`src/rtl/egg_pkg.sv`:
```
// Shared types for the egg timer: FSM state encoding and preset times.
package egg_pkg;

    typedef enum logic [2:0] {
        S_IDLE  = 3'd0,
        S_SET   = 3'd1,
        S_RUN   = 3'd2,
        S_PAUSE = 3'd3,
        S_DONE  = 3'd4
    } state_t;

    typedef struct packed {
        logic [3:0] min_tens;
        logic [3:0] min_ones;
        logic [3:0] sec_tens;
        logic [3:0] sec_ones;
    } mmss_t;

    localparam mmss_t ZERO_TIME = 16'h0000;
    localparam mmss_t SOFT_TIME = 16'h0600;
    localparam mmss_t MED_TIME  = 16'h0930;
    localparam mmss_t HARD_TIME = 16'h1400;

endpackage

```
`src/rtl/bcd_mmss_counter.sv`:
```
// Four-digit BCD mm:ss register with load, independent minute/second
// increments (no carry between them) and a borrowing one-second decrement.
module bcd_mmss_counter
    import egg_pkg::*;
#(
    parameter int MAX_MIN = 59
) (
    input  logic  clk,
    input  logic  rst,
    input  logic  load,
    input  mmss_t load_value,
    input  logic  inc_min,
    input  logic  inc_sec,
    input  logic  dec,
    output mmss_t value,
    output logic  zero,
    output logic  one
);

    mmss_t cur;
    mmss_t nxt;
    logic [7:0] min_bin;

    assign value   = cur;
    assign zero    = (cur == ZERO_TIME);
    assign one     = (cur == 16'h0001);
    assign min_bin = 8'(cur.min_tens) * 8'd10 + 8'(cur.min_ones);

    always_comb begin
        nxt = cur;
        if (load) begin
            nxt = load_value;
        end else if (dec) begin
            if (!zero) begin
                if (cur.sec_ones != 4'd0) begin
                    nxt.sec_ones = cur.sec_ones - 4'd1;
                end else begin
                    nxt.sec_ones = 4'd9;
                    if (cur.sec_tens != 4'd0) begin
                        nxt.sec_tens = cur.sec_tens - 4'd1;
                    end else begin
                        nxt.sec_tens = 4'd5;
                        if (cur.min_ones != 4'd0) begin
                            nxt.min_ones = cur.min_ones - 4'd1;
                        end else begin
                            nxt.min_ones = 4'd9;
                            nxt.min_tens = cur.min_tens - 4'd1;
                        end
                    end
                end
            end
        end else begin
            // Minutes wrap at MAX_MIN; a preset above it also wraps to 0.
            if (inc_min) begin
                if (min_bin >= 8'(MAX_MIN)) begin
                    nxt.min_tens = 4'd0;
                    nxt.min_ones = 4'd0;
                end else if (cur.min_ones == 4'd9) begin
                    nxt.min_ones = 4'd0;
                    nxt.min_tens = cur.min_tens + 4'd1;
                end else begin
                    nxt.min_ones = cur.min_ones + 4'd1;
                end
            end
            if (inc_sec) begin
                if (cur.sec_tens == 4'd5 && cur.sec_ones == 4'd9) begin
                    nxt.sec_tens = 4'd0;
                    nxt.sec_ones = 4'd0;
                end else if (cur.sec_ones == 4'd9) begin
                    nxt.sec_ones = 4'd0;
                    nxt.sec_tens = cur.sec_tens + 4'd1;
                end else begin
                    nxt.sec_ones = cur.sec_ones + 4'd1;
                end
            end
        end
    end

    always_ff @(posedge clk or posedge rst) begin
        if (rst) cur <= ZERO_TIME;
        else     cur <= nxt;
    end

endmodule

```
`src/rtl/egg_timer_ctrl.sv`:
```
// Egg timer controller: button edge detection, five-state FSM,
// programmed-time memory and blink LED around a BCD mm:ss counter.
module egg_timer_ctrl
    import egg_pkg::*;
#(
    parameter int MAX_MIN = 59
) (
    input  logic       CLK100MHZ,
    input  logic       reset,
    input  logic       enable,
    input  logic       ButtonModify,
    input  logic       ButtonStart,
    input  logic       ButtonMin,
    input  logic       ButtonSec,
    input  logic       softboiled,
    input  logic       mediumboiled,
    input  logic       hardboiled,
    input  logic       sec_tick,
    output logic [3:0] min_tens,
    output logic [3:0] min_ones,
    output logic [3:0] sec_tens,
    output logic [3:0] sec_ones,
    output logic [2:0] state,
    output logic       led0,
    output logic       running,
    output logic       done,
    output logic       LED
);

    state_t state_q, state_d;
    mmss_t  cur_time, prog_q, ld_val;
    logic   ld, inc_m, inc_s, dec, save;
    logic   zero, one, led_q, led_d, led0_q;
    logic [6:0] lvl, prev, press;
    logic   p_mod, p_start, p_min, p_sec, p_soft, p_med, p_hard, tick;

    // Previous levels keep sampling while disabled so a held button
    // does not register a press on re-enable.
    assign lvl = {hardboiled, mediumboiled, softboiled,
                  ButtonSec, ButtonMin, ButtonStart, ButtonModify};
    assign press = lvl & ~prev & {7{enable}};
    assign {p_hard, p_med, p_soft, p_sec, p_min, p_start, p_mod} = press;
    assign tick = sec_tick & enable;

    always_comb begin
        state_d = state_q;
        ld      = 1'b0;
        ld_val  = prog_q;
        inc_m   = 1'b0;
        inc_s   = 1'b0;
        dec     = 1'b0;
        save    = 1'b0;
        unique case (state_q)
            S_IDLE: begin
                if (p_start) begin
                    if (!zero) begin
                        state_d = S_RUN;
                        save    = 1'b1;
                    end
                end else if (p_mod) begin
                    state_d = S_SET;
                end else if (p_hard) begin
                    ld     = 1'b1;
                    ld_val = HARD_TIME;
                end else if (p_med) begin
                    ld     = 1'b1;
                    ld_val = MED_TIME;
                end else if (p_soft) begin
                    ld     = 1'b1;
                    ld_val = SOFT_TIME;
                end
            end
            S_SET: begin
                if (p_start) begin
                    if (!zero) begin
                        state_d = S_RUN;
                        save    = 1'b1;
                    end
                end else if (p_mod) begin
                    state_d = S_IDLE;
                end else begin
                    inc_m = p_min;
                    inc_s = p_sec;
                end
            end
            S_RUN: begin
                if (p_start) begin
                    state_d = S_PAUSE;
                end else if (tick) begin
                    dec = 1'b1;
                    if (one) state_d = S_DONE;
                end
            end
            S_PAUSE: begin
                if (p_start)    state_d = S_RUN;
                else if (p_mod) state_d = S_SET;
            end
            S_DONE: begin
                if (p_start || p_mod) begin
                    state_d = S_IDLE;
                    ld      = 1'b1;
                    ld_val  = prog_q;
                end
            end
            default: state_d = S_IDLE;
        endcase
    end

    always_comb begin
        led_d = 1'b0;
        if (state_d == S_RUN || state_d == S_DONE) begin
            led_d = led_q ^ (tick &&
                    (state_q == S_RUN || state_q == S_DONE));
        end
    end

    always_ff @(posedge CLK100MHZ or posedge reset) begin
        if (reset) begin
            state_q <= S_IDLE;
            prog_q  <= ZERO_TIME;
            led_q   <= 1'b0;
            led0_q  <= 1'b0;
            prev    <= '0;
        end else begin
            state_q <= state_d;
            led_q   <= led_d;
            led0_q  <= enable;
            prev    <= lvl;
            if (save) prog_q <= cur_time;
        end
    end

    bcd_mmss_counter #(.MAX_MIN(MAX_MIN)) u_cnt (
        .clk        (CLK100MHZ),
        .rst        (reset),
        .load       (ld),
        .load_value (ld_val),
        .inc_min    (inc_m),
        .inc_sec    (inc_s),
        .dec        (dec),
        .value      (cur_time),
        .zero       (zero),
        .one        (one)
    );

    assign min_tens = cur_time.min_tens;
    assign min_ones = cur_time.min_ones;
    assign sec_tens = cur_time.sec_tens;
    assign sec_ones = cur_time.sec_ones;
    assign state    = state_q;
    assign running  = (state_q == S_RUN);
    assign done     = (state_q == S_DONE);
    assign led0     = led0_q;
    assign LED      = led_q;

endmodule

```
`config.mk`:
```
export PLATFORM = sky130hd
export DESIGN_NAME = egg_timer_ctrl
export DESIGN_NICKNAME = d
export VERILOG_FILES = /design/src/rtl/egg_pkg.sv /design/src/rtl/bcd_mmss_counter.sv /design/src/rtl/egg_timer_ctrl.sv
export SDC_FILE = /design/constraint.sdc
export NUM_CORES = 1
export LEC_CHECK = 0
export CAP_MARGIN = 10
export CORE_ASPECT_RATIO = 0.75
export CORE_MARGIN = 1.5
export CORE_UTILIZATION = 35
export CTS_CLUSTER_DIAMETER = 50
export DETAILED_ROUTE_END_ITERATION = 16
export GPL_ROUTABILITY_DRIVEN = 0
export GPL_TIMING_DRIVEN = 0
export REMOVE_ABC_BUFFERS = 1
export SYNTH_ARGS = -nofsm -noshare
export SYNTH_HDL_FRONTEND = slang
export SYNTH_SLANG_ARGS = --single-unit
export TNS_END_PERCENT = 5
```
`constraint.sdc`:
```
create_clock -name CLK100MHZ -period 4.4 [get_ports CLK100MHZ]
set_input_delay 0.88 -clock CLK100MHZ [delete_from_list [all_inputs] [get_ports CLK100MHZ]]
set_output_delay 0.88 -clock CLK100MHZ [all_outputs]
set_load 0.02 [all_outputs]
```
==> reports/summary.txt, run 1 <==
Run status: finished, final reports clean
Hold slack: 484 ps
Initial antenna violation count: 0
Largest net degree at the start of global routing: 31
Final Total Pwr: 2.40 mW
Critical path peak fanout: 11
GRT Total Usage: 16.6%
Post-CTS Setup Repair Bufs: 0
GRT Residual Overflow: 0
Die width: 112 um
Post-Syn Area: 0.00311 sq mm
Synth top area share: 35.4%
Clock power share: 15.8%
Post-synth ARST share: 100%
YS warnings: 0
Reg2reg path depth: 9
Fin util: 42.7%
Reg-to-reg slack, setup: 1070 ps
Root Buffer: clkbuf_16
WL final: 7.61 mm
Synth cell types: 72
Max cap viols: 0
Part of the power in registers: 32.5%
Routed via count: 2664
Tcrit/Tclk final: 87.8%
Diodes inserted: 0
Starting density of the core: 36.4%
Wire per inst: 16.2 um
H-tree levels: 2
Skew-Pair Late Insertion Delay: 290 ps
Die area: 0.00946 sq mm
R2r endpoint: u_cnt.value[10]$_DFFE_PP0P_
Clock tree buffer depth: 2
Share of layout cells above drive strength 1: 9.09%
Sequential share of the synthesized area: 35.4%
DRC viols: 0
VDD IR max: 251 uV
Vias/cell: 5.66
Clk slew on worst S/H paths: 60 ps
Setup Skew: 2.82 ps
Nets@finish: 391
Slew @ Worst Pin: 1130 ps
Top FF cell, synth: dfrtp_1
Worst EP required: 4580 ps
Area delta synth->final: 17.3%
Critical path launch point: ButtonStart
Core area: 0.00853 sq mm
TritonCTS Sinks: 44
Vias in the first global route: 2439
Antenna viol nets, final: 0
Internal: 1.35 mW
NetSw: 1.05 mW
Die height: 84.6 um
I/O pin cnt: 34
First-pass GRT wire length: 12.7 mm
Worst Path Arrival: 4040 ps
Gate power share: 51.8%
Power Dens Cells: 659 mW/mm^2
Leakage power: 1.53 nW
DR pass1 iterations: 5
Setup Viol. Count Final: 0
Ranking of synthesized cells by area: dfrtp_1, ha_1, nand2_1, o21ai_0, a21oi_1
FP Rows: 29
Syn avg cell area: 9.19 sq um
Minimum clock period: 3860 ps
Hold Path Class: reg -> reg
Reg2reg start: u_cnt.value[15]$_DFFE_PP0P_
Slew Limit Headroom: 24.3%
Cell taking the most area after synthesis: dfrtp_1
Crit start category: input port
Post_cts resized: 0
Flops & latches, synth: 44
I/O Buffers: 33
CTS Hold Buffers Added: 0
Critical path endpoint category: flop
Final Max Slew Viols: 0
Mapped Cells: 338
CP Capture Point: u_cnt.value[1]$_DFFE_PP0P_
Sw Share: 43.9%
Kind of critical path: in -> reg
Final setup TNS: 0 ps
RSZ-0062 raised after global routing: no
Initial DRC Count: 175
Total CTS buffers: 5
Post-synth EDFFs: 0
Final Hold Vio Count: 0
HPWL Detailed: 5.51 mm
Fmax: 259 MHz
TritonCTS clock tree: yes
[Yosys cell counts (3+ instances only)]
library cell / instances
a221oi_1: 4
ha_1: 16
nand2_1: 38
xnor2_1: 7
o21ai_1: 7
nor3b_1: 4
nand3_1: 7
nor2_1: 21
a22oi_1: 3
mux2_2: 5
nand3b_1: 3
a21o_1: 3
nand2b_1: 6
o211ai_1: 3
a22o_1: 4
dfrtp_1: 44
o32a_1: 3
o21ai_0: 23
buf_6: 3
nor3_1: 7
a31oi_1: 3
clkbuf_1: 8
nor2b_1: 12
a21oi_1: 22
o22ai_1: 6
inv_1: 14
buf_2: 5
[through the flow]
stage	area, sq um	instances	setup slack (ps)
after floorplan	3010	321	1410
after global placement	3480	462	340
after detailed placement	3500	463	257
after CTS	3640	471	563
after global routing	3640	471	245
final	3640	471	539
[per-layer routing]
metal	up-vias	wire, um	track usage (%)
met5	-	0	0
met4	0	98	4.49
met3	8	481	3.54
met2	94	3190	23.8
met1	1270	3840	25.2
li1	1292	-	-
[worst min-delay path by stage]
| stage | from | end | slack, ps | cells past startpoint |
|---|---|---|---|---|
| floorplan | prog_q[0]$_DFFE_PP0P_ | prog_q[0]$_DFFE_PP0P_ | 450 | 2 |
| global placement | prog_q[0]$_DFFE_PP0P_ | prog_q[0]$_DFFE_PP0P_ | 460 | 2 |
| detailed placement | prog_q[1]$_DFFE_PP0P_ | prog_q[1]$_DFFE_PP0P_ | 470 | 2 |
| CTS | prog_q[5]$_DFFE_PP0P_ | prog_q[5]$_DFFE_PP0P_ | 490 | 2 |
| global route | prog_q[1]$_DFFE_PP0P_ | prog_q[1]$_DFFE_PP0P_ | 510 | 2 |
| finish | prog_q[5]$_DFFE_PP0P_ | prog_q[5]$_DFFE_PP0P_ | 480 | 2 |
[state kept, by name (all words and copies together) (netlist names)]
name         count
LED              1
led0             1
prev             7
prog_q          16
state            3
u_cnt.value     16
[power by group through the flow]
| stage | registers (mW) | logic [mW] | clock network [mW] |
|---|---|---|---|
| after floorplan | 0.811 | 0.798 | 0 |
| after CTS | 0.776 | 1.24 | 0.390 |
| after detailed placement | 0.783 | 1.24 | 0 |
| after global placement | 0.779 | 1.21 | 0 |
| after global routing | 0.812 | 1.37 | 0.408 |
| final | 0.779 | 1.24 | 0.379 |
[cells by family after synthesis]
logic type	Yosys count	synth area share, %
AO/OA/AOI/OAI	107	24.2
XOR/XNOR	8	2.26
adder cells (fa/ha/maj)	18	7.73
buffers and inverters	31	4.79
flip-flops	44	35.4
multiplexers	9	3.54
AND/OR/NAND/NOR	121	22.0
[critical path, cell delays in order]
cell	delay, ps
clkdlybuf4s50_1	490
nor2b_1	710
nor2_1	230
a31oi_1	860
o21ai_0	260
a21oi_2	360
nor2b_1	210
a21oi_2	40
[cell type report]
type / instances / area (sq um)
Multi-Input combinational cell: 263 / 1860
Inverter: 14 / 52.6
Fill cell: 827 / 4880
Clock inverter: 2 / 10.0
Sequential cell: 44 / 1100
Clock buffer: 6 / 139
Tap cell: 108 / 135
Timing Repair Buffer: 34 / 350
[cell usage in the layout (no fill, tap or decap), types with 4 or more instances in the layout]
cell,netlist,final
a21oi_1,22,22
a221oi_1,4,4
a22o_1,4,4
clkbuf_16,0,5
clkdlybuf4s50_1,0,33
dfrtp_1,44,44
ha_1,16,16
inv_1,14,13
mux2_2,5,5
nand2_1,38,38
nand2b_1,6,6
nand3_1,7,7
nor2_1,21,21
nor2b_1,12,12
nor3_1,7,7
nor3b_1,4,4
o21ai_0,23,23
o21ai_1,7,7
o22ai_1,6,6
xnor2_1,7,7
No activity file was read; power rests on OpenSTA's default activity.
==> inputs of run 2 (changes only) <==
- CORE_UTILIZATION: 35 -> 50
- PLACE_DENSITY: unset -> 0.72
==> run 2 against run 1 <==
  * Cell count decreased by 6.4%
  * Clock-buffer cell count grew 2
  * Sequential power is essentially flat
  * Largest power group unchanged
  * Worst hold slack gained 3.2 ps
  * Largest cell class unchanged
  * Non-clock buffer count unchanged
  * Highest routed layer unchanged
  * Total power decreased by 3.9%
  * Fmax increased by 2.4%
  * Clock power fell by 30%
  * Sequential share of layout area is 0.82 points higher
  * Clock skew is 1.5 ps higher
  * Via count rose by 2.3%
==> reports/summary.txt, run 2 (synthesized netlist as in run 1, its figures left out) <==
Post-CTS Setup Repair Bufs: 0 (unchanged)
GRT Total Usage: 24.1% (+7.5 points)
Final setup TNS: 0 ps (unchanged)
Vias in the first global route: 2528 (+3.6%)
Initial DRC Count: 219 (+25%)
Setup Viol. Count Final: 0 (unchanged)
Slowest stage delay, CP: 800 ps (-60 ps)
Final Max Slew Viols: 0 (unchanged)
TritonCTS clock tree: yes
Final Hold Vio Count: 0 (unchanged)
Setup Skew: 4.29 ps (+1.47 ps)
Final Total Pwr: 2.31 mW (-3.9%)
I/O pin cnt: 34 (unchanged)
Core area: 0.00592 sq mm (-31%)
Crit-path leading delay family: compound AO/OA/AOI/OAI gates
Hold slack: 487 ps (+3.18 ps)
Finished Cell Area: 0.00355 sq mm (-2.6%)
Met3 usage in global routing: 3.72% (+0.18 points)
FP Rows: 24 (-17%)
RSZ-0062 raised after global routing: no
Largest net degree at the start of global routing: 42 (+35%)
Critical Path Slowest Stage Cell: a31oi_1
Clock tree buffer depth: 2 (unchanged)
TritonCTS Sinks: 44 (unchanged)
Antenna viol nets, final: 0 (unchanged)
Area of the multi-input gates: 0.00186 sq mm (unchanged)
Leakage power: 1.50 nW (-2.0%)
Worst EP required: 4590 ps (about the same)
H-tree levels: 2 (unchanged)
Crit start category: input port
Clk slew on worst S/H paths: 80 ps (+20 ps)
VDD IR max: 306 uV (+22%)
Tcrit/Tclk final: 85.7% (-2.0 points)
Fmax: 265 MHz (+2.4%)
Slew Limit Headroom: 30.8% (+6.5 points)
Routed via count: 2726 (+2.3%)
Worst Path Arrival: 3960 ps (-80 ps)
Grt peak-use layer: met1
Buf/Inv on CP: 1 (unchanged)
I/O Buffers: 33 (unchanged)
Commonest non-fill, non-tap cell in the layout: dfrtp_1
Dpl cell area: 0.00346 sq mm (-1.1%)
Critical path peak fanout: 11 (unchanged)
Max cap viols: 0 (unchanged)
CTS Hold Buffers Added: 0 (unchanged)
Share of layout cells above drive strength 1: 8.54% (-0.55 points)
GR Layer Usage met2: 36.0% (+12 points)
Wire per inst: 17.2 um (+6.3%)
Area delta synth->final: 14.2%
HPWL Detailed: 5.32 mm (-3.4%)
Kind of critical path: in -> reg
Filler Cells Inserted: 522 (-37%)
CP cell instances: clkdlybuf4s50_1, nor2b_1, nor2_1, a31oi_1, o21ai_0, a21oi_2, nor2b_1, a21oi_2
Starting density of the core: 52.5% (+16 points)
Total CTS buffers: 5 (unchanged)
Post_cts resized: 0 (unchanged)
Global routing usage on met1: 37.5% (+12 points)
WL final: 7.58 mm (-0.49%)
Hold Path Class: reg -> reg
Minimum clock period: 3770 ps (-89.3 ps)
Register area: 0.00110 sq mm (unchanged)
GRT Residual Overflow: 0 (unchanged)
First-pass GRT wire length: 12.7 mm (about the same)
Power Dens Cells: 650 mW/mm^2 (-1.3%)
Root Buffer: clkbuf_8
Vias/cell: 6.18 (+9.3%)
Die width: 94.0 um (-16%)
Nets@finish: 391 (unchanged)
Highest-count cells in the layout ignoring fill and taps: dfrtp_1, nand2_1, clkdlybuf4s50_1
Diodes inserted: 0 (unchanged)
DR pass1 iterations: 6 (+1)
Run status: finished, final reports clean
Critical path endpoint category: flop
Die area: 0.00670 sq mm (-29%)
Die height: 71.3 um (-16%)
DRC viols: 0 (unchanged)
Skew-Pair Late Insertion Delay: 300 ps (about the same)
Slew @ Worst Pin: 1030 ps (-97.1 ps)
Fin util: 60.0% (+17 points)
Initial antenna violation count: 0 (unchanged)
==> run 2: worst paths after layout <==
| kind | startpoint | to | slack (ps) | depth (start not counted) |
|---|---|---|---|---|
| max in group asynchronous | reset | prog_q[6]$_DFFE_PP0P_ | 3220 | 3 |
| max | ButtonStart | u_cnt.value[1]$_DFFE_PP0P_ | 630 | 8 |
| min | prog_q[1]$_DFFE_PP0P_ | prog_q[1]$_DFFE_PP0P_ | 490 | 2 |
| min in group asynchronous | reset | u_cnt.value[15]$_DFFE_PP0P_ | 760 | 2 |
| min reg2reg | prog_q[1]$_DFFE_PP0P_ | prog_q[1]$_DFFE_PP0P_ | 490 | 2 |
| max reg2reg | u_cnt.value[15]$_DFFE_PP0P_ | u_cnt.value[9]$_DFFE_PP0P_ | 950 | 9 |
==> run 2: layout make-up <==
type / count / area share [%]
multi-input combinational: 263 / 52.3
sequential: 44 / 31.0
timing repair buffer: 34 / 9.87
tap: 78 / 2.75
clock buffer: 8 / 2.54
inverter: 14 / 1.48
==> run 2: layer usage <==
layer / vias up / part of all wire (%)
li1: 1299 / -
met1: 1309 / 50
met4: 0 / 0.81
met5: - / 0
met3: 7 / 7.0
met2: 111 / 43
==> run 2: worst register-to-register path, stage by stage, from the launching register on <==
cell and delay (ps):
dfrtp_1 680, ha_1 340, ha_1 230, fa_1 540
o2111ai_1 130, a211o_1 270, a21oi_1 550, nand3_1 280
o211ai_1 230, o21a_1 160
==> run 2: stage by stage <==
step / cells / setup slack (ps)
finish: 441 / 628
global route: 441 / 222
CTS: 441 / 659
detailed placement: 433 / 344
global placement: 432 / 405
floorplan: 321 / 1410
==> run 2: where the power goes <==
part / switching [mW] / internal [mW] / leakage [nW]
clock: 0.138 / 0.128 / 0.0455
combinational: 0.679 / 0.582 / 0.903
sequential: 0.237 / 0.543 / 0.548
